===== config.mk =====
export PLATFORM = sky130hd
export DESIGN_NAME = bitbang_cfg_rx
export DESIGN_NICKNAME = d
export VERILOG_FILES = /design/src/rtl/bitbang_cfg_pkg.sv /design/src/rtl/cfg_sync.sv /design/src/rtl/bitbang_cfg_rx.sv
export SDC_FILE = /design/constraint.sdc
export NUM_CORES = 1
export LEC_CHECK = 0
export BUFFER_PORTS_ARGS = -buffer_cell sky130_fd_sc_hd__buf_2
export CAP_MARGIN = 15
export CORE_MARGIN = 1
export CORE_UTILIZATION = 59
export DETAILED_ROUTE_END_ITERATION = 6
export GPL_TIMING_DRIVEN = 0
export PLACE_DENSITY = 0.81
export SLEW_MARGIN = 20
export SYNTH_ARGS = -nofsm -noshare
export SYNTH_HDL_FRONTEND = slang
export SYNTH_SLANG_ARGS = --single-unit

===== constraint.sdc =====
create_clock -name CLK -period 3.5 [get_ports CLK]
set_input_delay 0.525 -clock CLK [delete_from_list [all_inputs] [get_ports CLK]]
set_output_delay 0.525 -clock CLK [all_outputs]
set_load 0.1 [all_outputs]

===== src/rtl/bitbang_cfg_pkg.sv =====
// Shared types and constants for the bit-banged configuration receiver.
package bitbang_cfg_pkg;

  typedef logic [31:0] word_t;
  typedef logic [15:0] cnt_t;

  // Default frame-valid pattern expected in the control shift register.
  localparam word_t CTRL_WORD_DEFAULT = 32'h0000_FAB1;

  localparam int SYNC_STAGES_MIN = 2;
  localparam int SYNC_STAGES_MAX = 4;

  // Shift one serial bit into the LSB of a 32-bit register (MSB first on the wire).
  function automatic word_t shift_in(input word_t sr, input logic bit_in);
    return {sr[30:0], bit_in};
  endfunction

endpackage


===== src/rtl/cfg_sync.sv =====
// Multi-flop synchronizer for one asynchronous input bit.
module cfg_sync #(
  parameter int DEPTH = 2
) (
  input  logic clk,
  input  logic rst_n,
  input  logic d,
  output logic q
);

  logic [DEPTH-1:0] sync_q;
  logic [DEPTH-1:0] sync_d;

  // Shift the raw input toward the output end of the chain.
  always_comb begin
    sync_d = {sync_q[DEPTH-2:0], d};
  end

  // Synchronizer flops, cleared on reset.
  always_ff @(posedge clk or negedge rst_n) begin
    if (!rst_n) begin
      sync_q <= '0;
    end else begin
      sync_q <= sync_d;
    end
  end

  assign q = sync_q[DEPTH-1];

endmodule


===== src/rtl/bitbang_cfg_rx.sv =====
// Bit-banged configuration receiver.
// s_clk rising edges shift s_data into the data shift register, falling edges
// shift it into the control shift register. When the control register equals
// CTRL_WORD the data register is published on `data`, followed one cycle later
// by a one-cycle `strobe`.
// Optional build macro: BITBANG_TIMEOUT_EN adds an idle counter that clears both
// shift registers after TIMEOUT_CYCLES CLK cycles without an s_clk edge.
module bitbang_cfg_rx
  import bitbang_cfg_pkg::*;
#(
  parameter word_t       CTRL_WORD      = CTRL_WORD_DEFAULT,
  parameter int          SYNC_STAGES    = 2,
  parameter int unsigned TIMEOUT_CYCLES = 65535
) (
  input  logic  CLK,
  input  logic  resetn,
  input  logic  s_clk,
  input  logic  s_data,
  output word_t data,
  output logic  strobe,
  output logic  active,
  output cnt_t  word_cnt
);

  // Elaboration-time parameter sanity checks.
  if (SYNC_STAGES < SYNC_STAGES_MIN || SYNC_STAGES > SYNC_STAGES_MAX) begin : g_bad_sync
    $error("bitbang_cfg_rx: SYNC_STAGES must be within 2..4");
  end
  if (TIMEOUT_CYCLES == 0) begin : g_bad_timeout
    $error("bitbang_cfg_rx: TIMEOUT_CYCLES must be non-zero");
  end

  logic s_clk_sync;
  logic s_data_sync;

  // Both lines use identical synchronizers so data stays aligned with its clock.
  cfg_sync #(.DEPTH(SYNC_STAGES)) u_sync_clk (
    .clk   (CLK),
    .rst_n (resetn),
    .d     (s_clk),
    .q     (s_clk_sync)
  );

  cfg_sync #(.DEPTH(SYNC_STAGES)) u_sync_data (
    .clk   (CLK),
    .rst_n (resetn),
    .d     (s_data),
    .q     (s_data_sync)
  );

  logic  s_clk_prev_q, s_clk_prev_d;
  logic  rise, fall;
  word_t data_sr_q, data_sr_d;
  word_t ctrl_sr_q, ctrl_sr_d;
  word_t ctrl_post;
  logic  accept;
  logic  accept_q, accept_d;
  word_t data_q, data_d;
  logic  strobe_q, strobe_d;
  logic  active_q, active_d;
  cnt_t  word_cnt_q, word_cnt_d;
  logic  timeout_hit;

  // Edge detection against a one-cycle-delayed copy of the synchronized clock.
  always_comb begin
    s_clk_prev_d = s_clk_sync;
    rise         = s_clk_sync & ~s_clk_prev_q;
    fall         = ~s_clk_sync & s_clk_prev_q;
  end

`ifdef BITBANG_TIMEOUT_EN
  logic [31:0] idle_cnt_q, idle_cnt_d;

  // Count idle cycles since the last s_clk edge, saturating at the limit.
  always_comb begin
    idle_cnt_d = idle_cnt_q;
    if (rise || fall) begin
      idle_cnt_d = '0;
    end else if (idle_cnt_q != TIMEOUT_CYCLES) begin
      idle_cnt_d = idle_cnt_q + 32'd1;
    end
  end

  // Idle counter register.
  always_ff @(posedge CLK or negedge resetn) begin
    if (!resetn) begin
      idle_cnt_q <= '0;
    end else begin
      idle_cnt_q <= idle_cnt_d;
    end
  end

  assign timeout_hit = (idle_cnt_q == TIMEOUT_CYCLES);
`else
  assign timeout_hit = 1'b0;
`endif

  // Shift-register update and frame acceptance on the post-shift control value.
  always_comb begin
    data_sr_d = data_sr_q;
    ctrl_sr_d = ctrl_sr_q;
    ctrl_post = shift_in(ctrl_sr_q, s_data_sync);
    accept    = 1'b0;
    if (rise) begin
      data_sr_d = shift_in(data_sr_q, s_data_sync);
    end else if (fall) begin
      if (ctrl_post == CTRL_WORD) begin
        accept    = 1'b1;
        // Clearing the control register prevents the same frame matching twice.
        ctrl_sr_d = '0;
      end else begin
        ctrl_sr_d = ctrl_post;
      end
    end else if (timeout_hit) begin
      data_sr_d = '0;
      ctrl_sr_d = '0;
    end
  end

  // Output staging: data loads on acceptance, strobe/active/count follow a cycle later.
  always_comb begin
    accept_d   = accept;
    data_d     = accept ? data_sr_q : data_q;
    strobe_d   = accept_q;
    active_d   = active_q | accept_q;
    word_cnt_d = accept_q ? (word_cnt_q + 16'd1) : word_cnt_q;
  end

  // State registers.
  always_ff @(posedge CLK or negedge resetn) begin
    if (!resetn) begin
      s_clk_prev_q <= 1'b0;
      data_sr_q    <= '0;
      ctrl_sr_q    <= '0;
      accept_q     <= 1'b0;
      data_q       <= '0;
      strobe_q     <= 1'b0;
      active_q     <= 1'b0;
      word_cnt_q   <= '0;
    end else begin
      s_clk_prev_q <= s_clk_prev_d;
      data_sr_q    <= data_sr_d;
      ctrl_sr_q    <= ctrl_sr_d;
      accept_q     <= accept_d;
      data_q       <= data_d;
      strobe_q     <= strobe_d;
      active_q     <= active_d;
      word_cnt_q   <= word_cnt_d;
    end
  end

  assign data     = data_q;
  assign strobe   = strobe_q;
  assign active   = active_q;
  assign word_cnt = word_cnt_q;

endmodule


==> results.py <==
metrics = {
    "timing": {
        "timing.slew.headroom_pct": 40.87,
        "fin_tns_setup_ps": 0,
        "timing_max_transition_violations_final": 0,
        "hold_viol": 0,
        "final-setup-viol-count": 0,
        "skew_ps": 10.25,
        "period_share_pct": 65.33,
        "max_slew.worst_pin.slew_ps": 880.1,
        "grt_setup_unrepaired": "no",
        "final_period_minus_worst_setup_slack_ps": 2287,
        "max_freq_mhz": 437.3,
        "final.setup.worst_slack_ps": 1213,
    },
    "global_routing": {
        "largest_net_degree_at_the_start_of_global_routing": 74,
        "grt_pass1_vias": 3034,
        "grt_util_all_layers_pct": 23.26,
        "global_route.overflow_total": 0,
        "grt_first_pass_wirelength_um": 14500,
        "antenna_found_initial": 0,
    },
    "place": {
        "dpl_worst_slack_ps": 1283,
        "place.port_buffers": 53,
        "gpl_wtd_cong": 0.7821,
        "dp.final_hpwl_um": 4896,
    },
    "clock_tree": {
        "clkSlewWorstSetupHoldPaths_ps": 60,
        "clock_sinks": 119,
        "cts_buffers": 17,
        "cts_tree": "built",
        "clk_root_buffer_cell": "sky130_fd_sc_hd__clkbuf_8",
        "postCtsResizedCells": 0,
        "cts_htree_levels": 4,
        "insertion_delay_ps": 510,
        "post_cts_buffers": 0,
        "cts_hold_repair.buffers": 0,
        "clockBufferDepth": 2,
    },
    "routing": {
        "viasPerCell": 5.374,
        "route.vias.total": 2859,
        "drt_iter0_markers": 162,
        "drtPass1Iterations": 4,
        "post_drt_wl_per_cell_um": 15.75,
        "drtAntennaViolNets": 0,
        "routed_wirelength_um": 8378,
        "detail_route.drc_violations": 0,
    },
    "logic_synthesis": {
        "postSynthAreaPerCell_um2": 13.08,
        "ys_seq_area_share_pct": 65.62,
        "synth_seq_cells": 119,
        "net_count_of_the_mapped_netlist": 352,
        "yosys.area.top_type": "sky130_fd_sc_hd__dfrtp_1",
        "yosysUniqueCellTypes": 24,
        "syn-instance-count": 347,
        "synth_top_cell_area_share_pct": 65.62,
        "yosysWarnings": 0,
        "combined_area_of_all_synthesized_cells_mm2": 0.004538,
        "synthTopCellsByArea": "sky130_fd_sc_hd__dfrtp_1 66%, sky130_fd_sc_hd__mux2_2 16%, sky130_fd_sc_hd__nand2_1 7.3%",
    },
    "critical_path": {
        "critical_path.reg2reg.endpoint": "data[4]",
        "ff2ff_setup_slack_ps": 1210,
        "required_ps": 3880,
        "rr_worst_depth": 5,
        "critical_path.reg2reg.startpoint": "ctrl_sr_q[19]",
        "crit_path_start_kind": "register",
        "crit_arrival_ps": 2670,
        "crit_path_end_kind": "register",
        "timing.setup.critical_path_class": "reg -> reg",
        "worstPathMaxFanout": 10,
    },
    "status": {
        "result_of_the_run": "completed",
    },
    "cells_and_area": {
        "number_of_antenna_diodes": 0,
        "most_common_cell_after_layout_fill_and_taps_aside": "sky130_fd_sc_hd__dfrtp_1",
        "drive_gt1_share_pct": 36.26,
        "layout.cells.most_common_list": "119 x sky130_fd_sc_hd__dfrtp_1, 88 x sky130_fd_sc_hd__nand2_1, 65 x sky130_fd_sc_hd__mux2_2, 53 x sky130_fd_sc_hd__buf_2, 16 x sky130_fd_sc_hd__clkbuf_16",
        "final_net_count": 425,
        "fillers": 440,
        "synthToLayoutAreaGrowth_pct": 23.13,
    },
    "floorplan": {
        "core_mm2": 0.007331,
        "design.portCount": 54,
        "die_w_um": 89.70,
        "rows": 31,
        "die_y_um": 89.70,
        "initial_core_util_pct": 61.90,
        "die_area_mm2": 0.008046,
    },
    "hold_path": {
        "min-delay-path-class": "in -> async",
    },
    "pwr": {
        "cellPowerDensity_mw_per_mm2": 640.9,
        "vdd_drop_max_v": 0.0004185,
        "leakage_component_of_the_power_nw": 2.957,
    },
    "job": {
        "max_cap_viol_count": 0,
    },
}
cell families (layout without fill, tap and decap cells):
family | count (synthesis) | after routing | synth area share [%]
DFF | 119 | 119 | 65.62
buffers and inverters | 15 | 101 | 1.764
xor gates and xnor gates | 15 | 15 | 2.895
AOI/OAI and AO/OA | 10 | 10 | 1.103
muxes | 65 | 65 | 16.13
adders and majority gates | 1 | 1 | 0.2757
and+or+nand+nor | 122 | 122 | 12.21
report_power, final:
part           internal (W)  switching (W)  total (W)  leakage [nW]
logic             0.0000942      0.0000903   0.000185          1.05
clock network       0.00118       0.000626    0.00181         0.294
registers           0.00150      0.0000951    0.00159          1.62
total               0.00277       0.000812    0.00358          2.96
synthesized netlist by cell type:
cell type / count
sky130_fd_sc_hd__mux2_2: 65
sky130_fd_sc_hd__clkbuf_1: 7
sky130_fd_sc_hd__o21ai_0: 10
sky130_fd_sc_hd__nor2_1: 4
sky130_fd_sc_hd__or2_2: 1
sky130_fd_sc_hd__nand2b_1: 1
sky130_fd_sc_hd__and3_1: 4
sky130_fd_sc_hd__and4_1: 2
sky130_fd_sc_hd__nor3_1: 2
sky130_fd_sc_hd__nand3_1: 3
sky130_fd_sc_hd__nor4bb_1: 2
sky130_fd_sc_hd__xnor2_1: 7
sky130_fd_sc_hd__buf_1: 3
sky130_fd_sc_hd__xor2_1: 8
sky130_fd_sc_hd__nand2_1: 88
sky130_fd_sc_hd__nor2b_1: 4
sky130_fd_sc_hd__nor4_1: 4
sky130_fd_sc_hd__dfrtp_1: 119
sky130_fd_sc_hd__nand4_1: 6
sky130_fd_sc_hd__inv_1: 1
sky130_fd_sc_hd__ha_1: 1
sky130_fd_sc_hd__buf_2: 1
sky130_fd_sc_hd__buf_6: 3
sky130_fd_sc_hd__nor4_4: 1
state kept, by name, summed over array words and instances, names as in the netlist:
signal and flops:
ctrl_sr_q 31, data 32, u_sync_clk.sync_q 2, accept_q 1, active 1, word_cnt 16
data_sr_q 32, u_sync_data.sync_q 2, s_clk_prev_q 1, strobe 1
area by class of cell:
cell class / count / area (µm²) / area share, %
Timing Repair Buffer: 54 / 299.0 / 5.352
Inverter: 1 / 3.754 / 0.06717
Multi-Input combinational cell: 213 / 1480 / 26.49
Tap cell: 99 / 123.9 / 2.217
Sequential cell: 119 / 2978 / 53.29
Buffer: 14 / 76.32 / 1.366
Clock inverter: 14 / 198.9 / 3.560
Clock buffer: 18 / 427.9 / 7.658
worst max-delay path by stage:
stage / cells past startpoint / startpoint / end
final: 5 / ctrl_sr_q[19] / data[4]
after global routing: 5 / ctrl_sr_q[18] / data[4]
after CTS: 5 / ctrl_sr_q[18] / data[4]
after detailed placement: 5 / ctrl_sr_q[26] / data[21]
after global placement: 1 / resetn / data[20]
after floorplan: 4 / word_cnt[2] / word_cnt[13]
metal layers:
layer / share of wire [%] / GRT usage (%)
met5: 0 / 0
met4: 1.6 / 11.20
met3: 4.1 / 6.007
met2: 50 / 37.82
met1: 45 / 29.29
critical path, stage by stage (launching register included):
cell                      delay (ps)
sky130_fd_sc_hd__dfrtp_1         410
sky130_fd_sc_hd__nor4_1          360
sky130_fd_sc_hd__nand4_1         240
sky130_fd_sc_hd__nor4_4          570
sky130_fd_sc_hd__buf_6           230
sky130_fd_sc_hd__mux2_2          360
stage by stage:
stage                     cell area, µm²  std cells  utilization, %  hold WS, ps  power (W)
after floorplan                     4538        347               -        229.4   0.001705
after global placement              4927        499           67.21        333.7   0.001765
after detailed placement            4961        500           67.67        346.2   0.001789
after CTS                           5588        532           76.22        46.59   0.003604
after global routing                5588        532           76.22        93.16   0.003701
final                               5588        532           76.22        45.86   0.003581
Note: power is estimated with default switching activity, not from simulation.
